### src/rtl/ext_bus_initiator.sv
// Request/ack bus initiator: one command in flight, registered bus strobes,
// bounded wait for the responder's acknowledge, stray-ack reporting.
module ext_bus_initiator #(
  parameter int WIDTH      = 32,
  parameter int ADDR_WIDTH = 8,
  parameter int TIMEOUT    = 16
) (
  input  logic                  clk,
  input  logic                  rst,
  input  logic                  cmd_valid,
  output logic                  cmd_ready,
  input  logic                  cmd_is_wr,
  input  logic [ADDR_WIDTH-1:0] cmd_addr,
  input  logic [WIDTH-1:0]      cmd_wr_data,
  input  logic [WIDTH-1:0]      cmd_wr_biten,
  output logic                  resp_valid,
  input  logic                  resp_ready,
  output logic                  resp_is_wr,
  output logic [WIDTH-1:0]      resp_rd_data,
  output logic                  resp_timeout,
  output logic                  req,
  output logic                  req_is_wr,
  output logic [ADDR_WIDTH-1:0] addr,
  output logic [WIDTH-1:0]      wr_data,
  output logic [WIDTH-1:0]      wr_biten,
  input  logic                  rd_ack,
  input  logic [WIDTH-1:0]      rd_data,
  input  logic                  wr_ack,
  output logic                  stray_ack
);

  localparam int CW = $clog2(TIMEOUT + 1);

  typedef enum logic [1:0] {IDLE, REQ, WAIT, RESP} state_t;

  state_t                  state_q;
  logic [CW-1:0]           cnt_q;
  logic                    cmd_ready_q;
  logic                    req_q;
  logic                    req_is_wr_q;
  logic [ADDR_WIDTH-1:0]   addr_q;
  logic [WIDTH-1:0]        wr_data_q;
  logic [WIDTH-1:0]        wr_biten_q;
  logic                    resp_valid_q;
  logic                    resp_is_wr_q;
  logic [WIDTH-1:0]        resp_rd_data_q;
  logic                    resp_timeout_q;
  logic                    stray_q;

  logic                    exp_ack;
  logic                    wrong_ack;
  logic [CW-1:0]           cnt_d;
  logic                    last_edge;
  logic                    stray_d;

  // cnt_q holds edges already sampled; cnt_d is the index of the current edge.
  always_comb begin
    exp_ack   = req_is_wr_q ? wr_ack : rd_ack;
    wrong_ack = req_is_wr_q ? rd_ack : wr_ack;
    cnt_d     = cnt_q + CW'(1);
    last_edge = (cnt_d == CW'(TIMEOUT));
    stray_d   = ((state_q == IDLE) || (state_q == RESP)) ? (rd_ack | wr_ack) : wrong_ack;
  end

  always_ff @(posedge clk or posedge rst) begin
    if (rst) begin
      state_q        <= IDLE;
      cnt_q          <= '0;
      cmd_ready_q    <= 1'b0;
      req_q          <= 1'b0;
      req_is_wr_q    <= 1'b0;
      addr_q         <= '0;
      wr_data_q      <= '0;
      wr_biten_q     <= '0;
      resp_valid_q   <= 1'b0;
      resp_is_wr_q   <= 1'b0;
      resp_rd_data_q <= '0;
      resp_timeout_q <= 1'b0;
      stray_q        <= 1'b0;
    end else begin
      stray_q <= stray_d;
      case (state_q)
        IDLE: begin
          cmd_ready_q <= 1'b1;
          if (cmd_valid && cmd_ready_q) begin
            cmd_ready_q <= 1'b0;
            req_q       <= 1'b1;
            req_is_wr_q <= cmd_is_wr;
            addr_q      <= cmd_addr;
            wr_data_q   <= cmd_wr_data;
            wr_biten_q  <= cmd_wr_biten;
            cnt_q       <= '0;
            state_q     <= REQ;
          end
        end
        REQ, WAIT: begin
          req_q <= 1'b0;
          cnt_q <= cnt_d;
          // An ack on the final counted edge still completes normally.
          if (exp_ack) begin
            resp_valid_q   <= 1'b1;
            resp_is_wr_q   <= req_is_wr_q;
            resp_timeout_q <= 1'b0;
            resp_rd_data_q <= req_is_wr_q ? '0 : rd_data;
            state_q        <= RESP;
          end else if (last_edge) begin
            resp_valid_q   <= 1'b1;
            resp_is_wr_q   <= req_is_wr_q;
            resp_timeout_q <= 1'b1;
            resp_rd_data_q <= '0;
            state_q        <= RESP;
          end else begin
            state_q <= WAIT;
          end
        end
        RESP: begin
          if (resp_ready) begin
            resp_valid_q <= 1'b0;
            cmd_ready_q  <= 1'b1;
            state_q      <= IDLE;
          end
        end
        default: state_q <= IDLE;
      endcase
    end
  end

  assign cmd_ready    = cmd_ready_q;
  assign req          = req_q;
  assign req_is_wr    = req_is_wr_q;
  assign addr         = addr_q;
  assign wr_data      = wr_data_q;
  assign wr_biten     = wr_biten_q;
  assign resp_valid   = resp_valid_q;
  assign resp_is_wr   = resp_is_wr_q;
  assign resp_rd_data = resp_rd_data_q;
  assign resp_timeout = resp_timeout_q;
  assign stray_ack    = stray_q;

endmodule

### config.mk
export PLATFORM = sky130hd
export DESIGN_NAME = ext_bus_initiator
export DESIGN_NICKNAME = d
export VERILOG_FILES = /design/src/rtl/ext_bus_initiator.sv
export SDC_FILE = /design/constraint.sdc
export NUM_CORES = 1
export LEC_CHECK = 0
export BUFFER_PORTS_ARGS = -buffer_cell sky130_fd_sc_hd__buf_4
export CAP_MARGIN = 20
export CORE_MARGIN = 8
export CORE_UTILIZATION = 47
export DETAILED_ROUTE_END_ITERATION = 7
export MAX_ROUTING_LAYER = met4
export PLACE_DENSITY_LB_ADDON = 0.05
export SETUP_SLACK_MARGIN = 0.2
export SLEW_MARGIN = 20
export SYNTH_ARGS = -nofsm -noshare
export SYNTH_HDL_FRONTEND = slang
export SYNTH_SLANG_ARGS = --single-unit
### constraint.sdc
create_clock -name clk -period 4.2 [get_ports clk]
set_input_delay 0 -clock clk [delete_from_list [all_inputs] [get_ports clk]]
set_output_delay 0 -clock clk [all_outputs]
set_load 0.02 [all_outputs]
==> impl_metrics.env, run 1 <==
export IMPL_fp_coreArea_sq_mm=0.0102
export IMPL_critical_path_top_delay_family="simple AND/OR/NAND/NOR gates"
export IMPL_placementRows=37
export IMPL_r2r_setup_slack_ps=2050
export IMPL_fp_dieH_um=118
export IMPL_rsz0062_at_grt="no"
export IMPL_dp_hpwl_um=10100
export IMPL_crit_slowest_cell="ha_1"
export IMPL_post_synth_instance_area_sq_mm=0.00486
export IMPL_dieWidth_um=118
export IMPL_grt_max_degree=85
export IMPL_vdd_ir_drop_max_mv=0.485
export IMPL_worst_path_largest_cell_delay_ps=520
export IMPL_die_area_sq_mm=0.0139
export IMPL_min_period_ps=2150
export IMPL_number_of_standard_cells_in_the_final_layout_excluding_fillers=857
export IMPL_reported_max_cap_violation_count=0
export IMPL_drt_drc_violations_left=0
export IMPL_drive_gt1_share_pct=47.2
export IMPL_fin_skew_ps=7.39
export IMPL_drt_wirelength_per_cell_um=20.1
export IMPL_routed_via_count=4434
export IMPL_max_slew_worst_pin_slew_ps=733
export IMPL_grt_usage_pct=24.3
export IMPL_final_net_count=822
export IMPL_timing_setup_tns_ps=0
export IMPL_synth_seq_area_share_pct=60.7
export IMPL_start_kind="register"
export IMPL_grt_ovfl_total=0
export IMPL_io_pin_count=222
export IMPL_number_of_h_tree_branching_levels=4
export IMPL_number_of_buffers_added_on_ports=221
export IMPL_syn_nets=486
export IMPL_outcome="finished, final reports clean"
export IMPL_worstSkewPairLatency_ps=510
export IMPL_finalMaxSlewViolations=0
export IMPL_cts_sinks=118
export IMPL_period_share_pct=51.2
export IMPL_setup_worst_path_class="reg -> reg"
export IMPL_place_gp_congestion=0.812
export IMPL_power_static_leakage_nw=3.95
export IMPL_post_layout_utilization_of_the_core_pct=82.4
export IMPL_netlist_area_leader_share_pct=60.7
export IMPL_p_per_area_mw_per_mm2=830
export IMPL_timing_reg2reg_worst_path_depth=8
export IMPL_synth_ff_latch_count=118
export IMPL_root_buffer_selected_by_cts="clkbuf_8"
export IMPL_clock_path_buffers=2
export IMPL_detail_route_iter0_violations=260
export IMPL_initial_utilization_pct=47.8
export IMPL_syn2layout_area_growth_pct=72.5
export IMPL_hp_class="in -> async"
export IMPL_synth_warnings=0
export IMPL_yosys_top_cells_area="dfrtp_1 (61%), mux2_2 (17%), a22oi_1 (4.3%)"
export IMPL_postCtsSetupBuffers=0
export IMPL_critical_path_n_buffers_inverters=3
export IMPL_synthDistinctLibCells=35
export IMPL_drt_total_wl_um=17200
export IMPL_viasPerCell=5.17
export IMPL_arrival_ps=2570
export IMPL_synthesis_area_per_instance_sq_um=13.1
export IMPL_critPathRequiredTime_ps=4620
export IMPL_grt_pass1_vias=4783
export IMPL_ant_nets=0
export IMPL_timing_slew_headroom_pct=51.1
export IMPL_power_after_layout_mw=6.97
export IMPL_timing_hold_violations_final=0
export IMPL_synth_top_cell_by_area="dfrtp_1"
export IMPL_cts_tree="yes"
export IMPL_path_clk_slew_ps=60
export IMPL_finalSetupViolations=0
export IMPL_antenna_found_initial=1
export IMPL_wire_length_of_the_first_global_routing_pass_um=26000
export IMPL_crit_cells=8
export IMPL_syn_inst=372
export IMPL_number_of_clock_buffers_inserted_by_tritoncts=17
export IMPL_max_freq_mhz=465
export IMPL_worstPathCellList="inv_1 -> ha_1 -> nand2_1 -> nor2_2 -> buf_8 -> buf_4 -> a22oi_1 -> o21ai_0"
export IMPL_worst_path_max_fanout=18
export IMPL_dp_cells=711
export IMPL_timing_critical_path_to_type="register"
export IMPL_detail_route_first_pass_iterations=5
synth_stat cells, drive strengths merged:
master / instances
o21a: 2
a31oi: 2
nand2: 39
dfrtp: 118
a22oi: 28
o21ai: 39
a21boi: 2
nor2: 5
nand4b: 1
a21oi: 5
nor3: 2
clkbuf: 4
nand2b: 1
mux2i: 3
buf: 17
a32o: 1
a2bb2oi: 1
o211ai: 2
a22o: 5
a31o: 4
inv: 6
a21bo: 1
o31ai: 1
a311o: 1
and2: 1
mux2: 73
o22ai: 1
nand3: 4
ha: 3
sequential cells by signal (all words and copies together) (netlist names):
signal / count
cmd_ready: 1
resp_is_wr: 1
stray_ack: 1
wr_data: 32
req_is_wr: 1
wr_biten: 32
resp_valid: 1
resp_rd_data: 32
addr: 8
req: 1
state_q: 2
cnt_q: 5
resp_timeout: 1
area by class of cell:
class,instances,area [sq um]
fillers,558,1790
flip-flops and latches,118,2950
multi-input cells,227,1760
clock inverters,9,149
inverters,6,27.5
well taps,136,170
diodes,1,2.50
clock buffers,22,463
repair buffers,338,2870
timing repair:
item	CTS	global route
resized for setup	0	0
endpoints found under the hold margin	195	4
hold buffers	111	1
worst paths after layout:
kind	startpoint	endpoint
max reg2reg	state_q[0]	resp_rd_data[9]
min in group clk	rd_data[5]	resp_rd_data[5]
min reg2reg	wr_biten[7]	wr_biten[7]
min	rst	wr_data[28]
max in group asynchronous	rst	wr_data[23]
max	state_q[0]	resp_rd_data[9]
power breakdown:
| part | switching [mW] | total, mW | internal, mW |
|---|---|---|---|
| Clock | 0.498 | 1.50 | 1.00 |
| Sequential | 0.418 | 2.15 | 1.73 |
| Combinational | 1.77 | 3.32 | 1.54 |
| Total | 2.69 | 6.97 | 4.28 |
layer usage:
metal	wire, um	global-route usage [%]
met5	0	-
met4	394	8.09
met3	1240	8.30
met2	8690	39.5
met1	6870	27.7
metrics by stage:
stage / instance area [sq um] / hold WS, ps / setup WS, ps
floorplan: 4860 / 135 / 1070
global placement: 6580 / 224 / 1790
detailed placement: 6600 / 236 / 1940
CTS: 8320 / 73.9 / 1920
global route: 8390 / 253 / 1850
finish: 8390 / 223 / 2050
tightest hold or removal path: stages:
cell           delay (ps)
dlygate4sd3_1         550
buf_4                 160
inv_6                 510
layout by cell type (no fill, tap or decap), types with 4 or more instances in the layout:
cell type,n
buf_4,223
dfrtp_1,118
a22oi_1,28
a21oi_1,5
clkinv_2,4
o21ai_0,27
mux2_2,73
clkbuf_8,4
clkbuf_16,16
o21ai_1,12
a31o_2,4
dlygate4sd3_1,112
bufinv_16,4
inv_1,4
a22o_1,5
nand2_1,39
cells by family after synthesis:
logic type	after synthesis	share of synthesized area, %
AND/OR/NAND/NOR	53	4.60
adder cells (fa/ha/maj)	3	0.772
buffers and inverters	27	3.65
multiplexers	76	17.5
flip-flops	118	60.7
AO/OA/AOI/OAI	95	12.8
Power figures use the tool's default switching activity.
==> inputs of run 2 (changes only) <==
- clock period: 4.2 -> 2.2 ns (I/O delays scaled with it)
==> impl_metrics.env, run 2 (synthesis gave the netlist of run 1 again) <==
export IMPL_outcome="finished, final reports clean"
export IMPL_timing_hold_violations_final=0
export IMPL_number_of_h_tree_branching_levels=4
export IMPL_grt_pass1_vias=4815
export IMPL_power_combinational_fraction_pct=49.2
export IMPL_viasPerCell=5.16
export IMPL_fp_dieH_um=118
export IMPL_finalMaxSlewViolations=0
export IMPL_fp_coreArea_sq_mm=0.0102
export IMPL_rsz0062_at_grt="no"
export IMPL_ant_nets=0
export IMPL_num_fill_cells=557
export IMPL_antenna_found_initial=1
export IMPL_root_buffer_selected_by_cts="clkbuf_8"
export IMPL_io_pin_count=222
export IMPL_timing_setup_tns_ps=0
export IMPL_seq_power_share_pct=32.1
export IMPL_fin_skew_ps=10.6
export IMPL_number_of_clock_buffers_inserted_by_tritoncts=17
export IMPL_arrival_ps=2200
export IMPL_timing_critical_path_to_type="register"
export IMPL_drt_drc_violations_left=0
export IMPL_period_share_pct=81.0
export IMPL_most_common_library_cell_in_the_layout_ignoring_fill_and_taps="buf_4"
export IMPL_p_clk_share_pct=18.7
export IMPL_routed_via_count=4412
export IMPL_cts_sinks=118
export IMPL_reported_max_cap_violation_count=0
export IMPL_worst_path_max_fanout=12
export IMPL_postCtsSetupBuffers=0
export IMPL_setup_worst_path_class="reg -> reg"
export IMPL_detail_route_iter0_violations=266
export IMPL_min_period_ps=1780
export IMPL_syn2layout_area_growth_pct=70.3
export IMPL_max_freq_mhz=561
export IMPL_layout_common_cells="buf_4 (226), dfrtp_1 (118), dlygate4sd3_1 (112)"
export IMPL_dp_hpwl_um=9990
export IMPL_timing_slew_headroom_pct=58.1
export IMPL_wire_length_of_the_first_global_routing_pass_um=26600
export IMPL_finalSetupViolations=0
export IMPL_start_kind="register"
export IMPL_drt_total_wl_um=16600
export IMPL_detail_route_first_pass_iterations=4
export IMPL_number_of_buffers_added_on_ports=221
export IMPL_sw_frac_of_total_pct=39.4
export IMPL_cellInternalPower_mw=7.73
export IMPL_final_net_count=824
export IMPL_grt_ovfl_total=0
export IMPL_drt_wirelength_per_cell_um=19.4
export IMPL_vdd_ir_drop_max_mv=0.987
export IMPL_clock_path_buffers=2
export IMPL_dieWidth_um=118
export IMPL_hp_class="in -> async"
export IMPL_max_slew_worst_pin_slew_ps=628
export IMPL_power_after_layout_mw=12.8
export IMPL_critPathRequiredTime_ps=2620
export IMPL_die_area_sq_mm=0.0139
export IMPL_p_per_area_mw_per_mm2=1540
export IMPL_initial_utilization_pct=47.8
export IMPL_net_sw_power_mw=5.02
export IMPL_path_clk_slew_ps=60
export IMPL_grt_max_degree=105
export IMPL_placementRows=37
export IMPL_cts_tree="yes"
export IMPL_place_gp_congestion=0.853
export IMPL_drive_gt1_share_pct=47.2
export IMPL_grt_usage_pct=24.7
export IMPL_worstSkewPairLatency_ps=510
export IMPL_power_static_leakage_nw=3.90
==> run 2: cell types whose count changed in the layout (fill, tap and decap cells not counted), sizes merged <==
cell,before,now
bufinv,4,0
buf,226,228
clkbuf,22,23
clkinv,5,4
clkinvlp,0,1
inv,6,5
==> run 2: metrics by stage <==
stage	area (sq um)	setup WS [ps]	instances	util (%)	hold slack (ps)
after floorplan	4870	687	372	-	135
after global placement	6650	409	715	65.3	-0.784
after detailed placement	6650	320	715	65.3	7.95
after CTS	8280	286	854	81.3	24.8
after global routing	8290	247	855	81.4	63.6
final	8290	417	855	81.4	66.3
==> run 2: area by class of cell <==
| class | count | area (sq um) | area share, % |
|---|---|---|---|
| Inverter | 6 | 26.3 | 0.317 |
| Tap cell | 136 | 170 | 2.05 |
| Timing Repair Buffer | 340 | 2860 | 34.5 |
| Antenna cell | 1 | 2.50 | 0.0302 |
| Multi-Input combinational cell | 227 | 1770 | 21.3 |
| Clock buffer | 23 | 487 | 5.87 |
| Clock inverter | 4 | 23.8 | 0.287 |
| Sequential cell | 118 | 2950 | 35.6 |
==> run 2: metal layers <==
layer	share of wire (%)	GRT usage [%]
met1	43	29.2
met2	49	39.9
met3	6.9	7.96
met4	1.5	6.41
met5	0	-
==> run 2: power by group through the flow <==
stage | Clock (mW) | Combinational (mW) | Sequential, mW
global placement | 0 | 5.90 | 3.98
finish | 2.39 | 6.28 | 4.09
detailed placement | 0 | 6.03 | 4.03
floorplan | 0 | 2.34 | 5.21
global route | 2.54 | 6.73 | 4.23
CTS | 2.41 | 6.23 | 4.03
==> run 2: final timing paths <==
kind                                     to  depth (start not counted)  slack [ps]         from
setup / recovery           resp_rd_data[11]                          7         420   state_q[0]
max in group asynchronous          cnt_q[2]                          4        1290          rst
hold / removal                 wr_biten[19]                          3          70          rst
setup reg to reg           resp_rd_data[11]                          7         420   state_q[0]
min in group clk            resp_rd_data[6]                          4         270   rd_data[6]
hold reg to reg                 wr_biten[8]                          1         500  wr_biten[8]
==> run 2: repair_timing <==
action | CTS | global route
gates resized for setup | 0 | 1
endpoints found under the setup margin | 0 | 17
hold buffers | 112 | 0
hold endpoints to repair | 232 | 0
==> run 2: critical path, stage by stage, from the launching register on <==
cell     delay, ps
dfrtp_1        350
inv_1           60
ha_1           420
nand2_1        140
nor2_4         260
buf_4          250
a22oi_1         80
o21ai_0        120
==> inputs of run 3 (changes only) <==
- CORE_UTILIZATION: 47 -> 42
- clock period: 2.2 -> 1.6 ns (I/O delays scaled with it)
==> impl_metrics.env, run 3 (synthesis gave the netlist of run 1 again) <==
export IMPL_hp_class="in -> async"
export IMPL_drt_total_wl_um=16000
export IMPL_dp_hpwl_um=10400
export IMPL_timing_setup_tns_ps=0
export IMPL_fp_coreArea_sq_mm=0.0114
export IMPL_min_period_ps=1460
export IMPL_number_of_h_tree_branching_levels=4
export IMPL_number_of_clock_buffers_inserted_by_tritoncts=17
export IMPL_finalMaxSlewViolations=0
export IMPL_timing_rr_start="state_q[1]"
export IMPL_reported_max_cap_violation_count=0
export IMPL_initial_utilization_pct=42.8
export IMPL_dieWidth_um=124
export IMPL_met1_length_um=6480
export IMPL_drive_gt1_share_pct=51.6
export IMPL_r2r_setup_slack_ps=140
export IMPL_drt_wirelength_per_cell_um=18.1
export IMPL_viasPerCell=4.98
export IMPL_timing_hold_violations_final=0
export IMPL_fin_skew_ps=11.6
export IMPL_grt_max_degree=75
export IMPL_regToRegEndpoint="resp_rd_data[0]"
export IMPL_path_clk_slew_ps=60
export IMPL_clock_path_buffers=2
export IMPL_worst_path_max_fanout=16
export IMPL_ff_latch_area_sq_mm=0.00295
export IMPL_outcome="finished, final reports clean"
export IMPL_cellInternalPower_mw=11.2
export IMPL_final_net_count=839
export IMPL_detail_route_iter0_violations=198
export IMPL_worstPathCellList="inv_2 -> ha_4 -> nand2_4 -> nor2_4 -> buf_12 -> a22o_1 -> a31o_2"
export IMPL_area_of_the_multi_input_gates_sq_mm=0.00185
export IMPL_cts_sinks=118
export IMPL_grt_pass1_vias=4683
export IMPL_worstSkewPairLatency_ps=410
export IMPL_io_pin_count=222
export IMPL_cts_tree="yes"
export IMPL_drt_drc_violations_left=0
export IMPL_rsz0062_at_grt="yes"
export IMPL_power_static_leakage_nw=4.03
export IMPL_period_share_pct=91.4
export IMPL_most_common_library_cell_in_the_layout_ignoring_fill_and_taps="buf_4"
export IMPL_top_layer="met4"
export IMPL_dp_cells=733
export IMPL_detail_route_first_pass_iterations=5
export IMPL_setup_worst_path_class="reg -> reg"
export IMPL_timing_reg2reg_worst_path_depth=7
export IMPL_antenna_found_initial=1
export IMPL_die_area_sq_mm=0.0153
export IMPL_fp_dieH_um=124
export IMPL_met3_wirelength_um=1290
export IMPL_num_fill_cells=725
export IMPL_grt_ovfl_total=0
export IMPL_grt_usage_pct=21.0
export IMPL_start_kind="register"
export IMPL_net_sw_power_mw=7.21
export IMPL_number_of_standard_cells_in_the_final_layout_excluding_fillers=883
export IMPL_power_combinational_fraction_pct=51.0
export IMPL_critPathRequiredTime_ps=1890
export IMPL_layout_common_cells="buf_4 (233), dfrtp_1 (117), dlygate4sd3_1 (111)"
export IMPL_p_clk_share_pct=18.7
export IMPL_timing_slew_headroom_pct=73.2
export IMPL_wire_length_of_the_first_global_routing_pass_um=24300
export IMPL_syn2layout_area_growth_pct=77.7
export IMPL_routed_via_count=4394
export IMPL_sw_frac_of_total_pct=39.3
export IMPL_placementRows=39
export IMPL_worst_path_largest_cell_delay_ps=390
export IMPL_max_slew_worst_pin_slew_ps=402
export IMPL_vdd_ir_drop_max_mv=1.35
export IMPL_crit_slowest_cell="dfrtp_1"
export IMPL_timing_critical_path_to_type="register"
export IMPL_seq_power_share_pct=30.3
export IMPL_root_buffer_selected_by_cts="clkbuf_16"
export IMPL_number_of_buffers_added_on_ports=221
export IMPL_timing_critical_path_from="state_q[1]"
export IMPL_cp_endpoint="resp_rd_data[0]"
export IMPL_met2_wirelength_um=8020
export IMPL_p_per_area_mw_per_mm2=2130
export IMPL_max_freq_mhz=684
export IMPL_arrival_ps=1760
export IMPL_ant_nets=0
export IMPL_place_gp_congestion=0.751
export IMPL_finalSetupViolations=0
[run 3: through the flow]
step | setup slack (ps) | utilization (%) | total power, mW | hold WS, ps | area, sq um
6_report | 137 | 76.0 | 18.4 | 258 | 8650
5_1_grt | 82.9 | 76.0 | 19.4 | 274 | 8640
4_1_cts | 120 | 74.8 | 18.1 | 261 | 8500
3_5_place_dp | 121 | 60.0 | 14.3 | 129 | 6830
3_3_place_gp | 140 | 60.0 | 14.0 | 130 | 6830
2_1_floorplan | 142 | - | 10.4 | 135 | 4890
[run 3: critical path: cells and delay by family, from the launching register on]
family          cells  cell delay (ps)
buf+inv             2              230
simple gates        2              120
compound gates      2              380
fa+ha+maj           1              230
flops               1              390
[run 3: power groups by stage]
stage          clock [mW]  sequential (mW)  combinational [mW]
3_3_place_gp            0             5.47                8.56
3_5_place_dp            0             5.55                8.73
5_1_grt              3.63             5.78                10.0
2_1_floorplan           0             7.16                3.28
6_report             3.43             5.57                9.37
4_1_cts              3.50             5.53                9.05
[run 3: metal layers]
metal  up-vias  global-route usage [%]
met2       180                    33.5
met5         -                       -
met1      2143                    25.1
met3        17                    6.17
li1       2054                       -
met4         0                    6.55
[run 3: area by class of cell]
type,instances,area share (%)
inverter,6,0.333
clock buffer,18,5.08
sequential,118,34.2
clock inverter,14,1.20
multi-input combinational,227,21.4
tap,143,2.07
timing repair buffer,355,35.6
antenna,2,0.0579
[run 3: how the worst min path moves through the flow]
| stage | startpoint | endpoint | slack (ps) |
|---|---|---|---|
| after global placement | rst | cnt_q[0] | 130 |
| final | rst | addr[2] | 260 |
| after global routing | rst | wr_data[14] | 270 |
| after detailed placement | rst | wr_data[29] | 130 |
| after CTS | rst | resp_rd_data[6] | 260 |
| after floorplan | rd_data[28] | resp_rd_data[28] | 130 |
[run 3: what timing repair did]
| item | CTS | global route |
|---|---|---|
| hold buffers | 111 | 0 |
| cloned | 0 | 2 |
| pin swaps | 1 | 3 |
| gates resized for setup | 4 | 32 |
| setup endpoints to repair | 66 | 113 |
| hold endpoints to repair | 228 | 0 |
| buffers inserted | 2 | 1 |
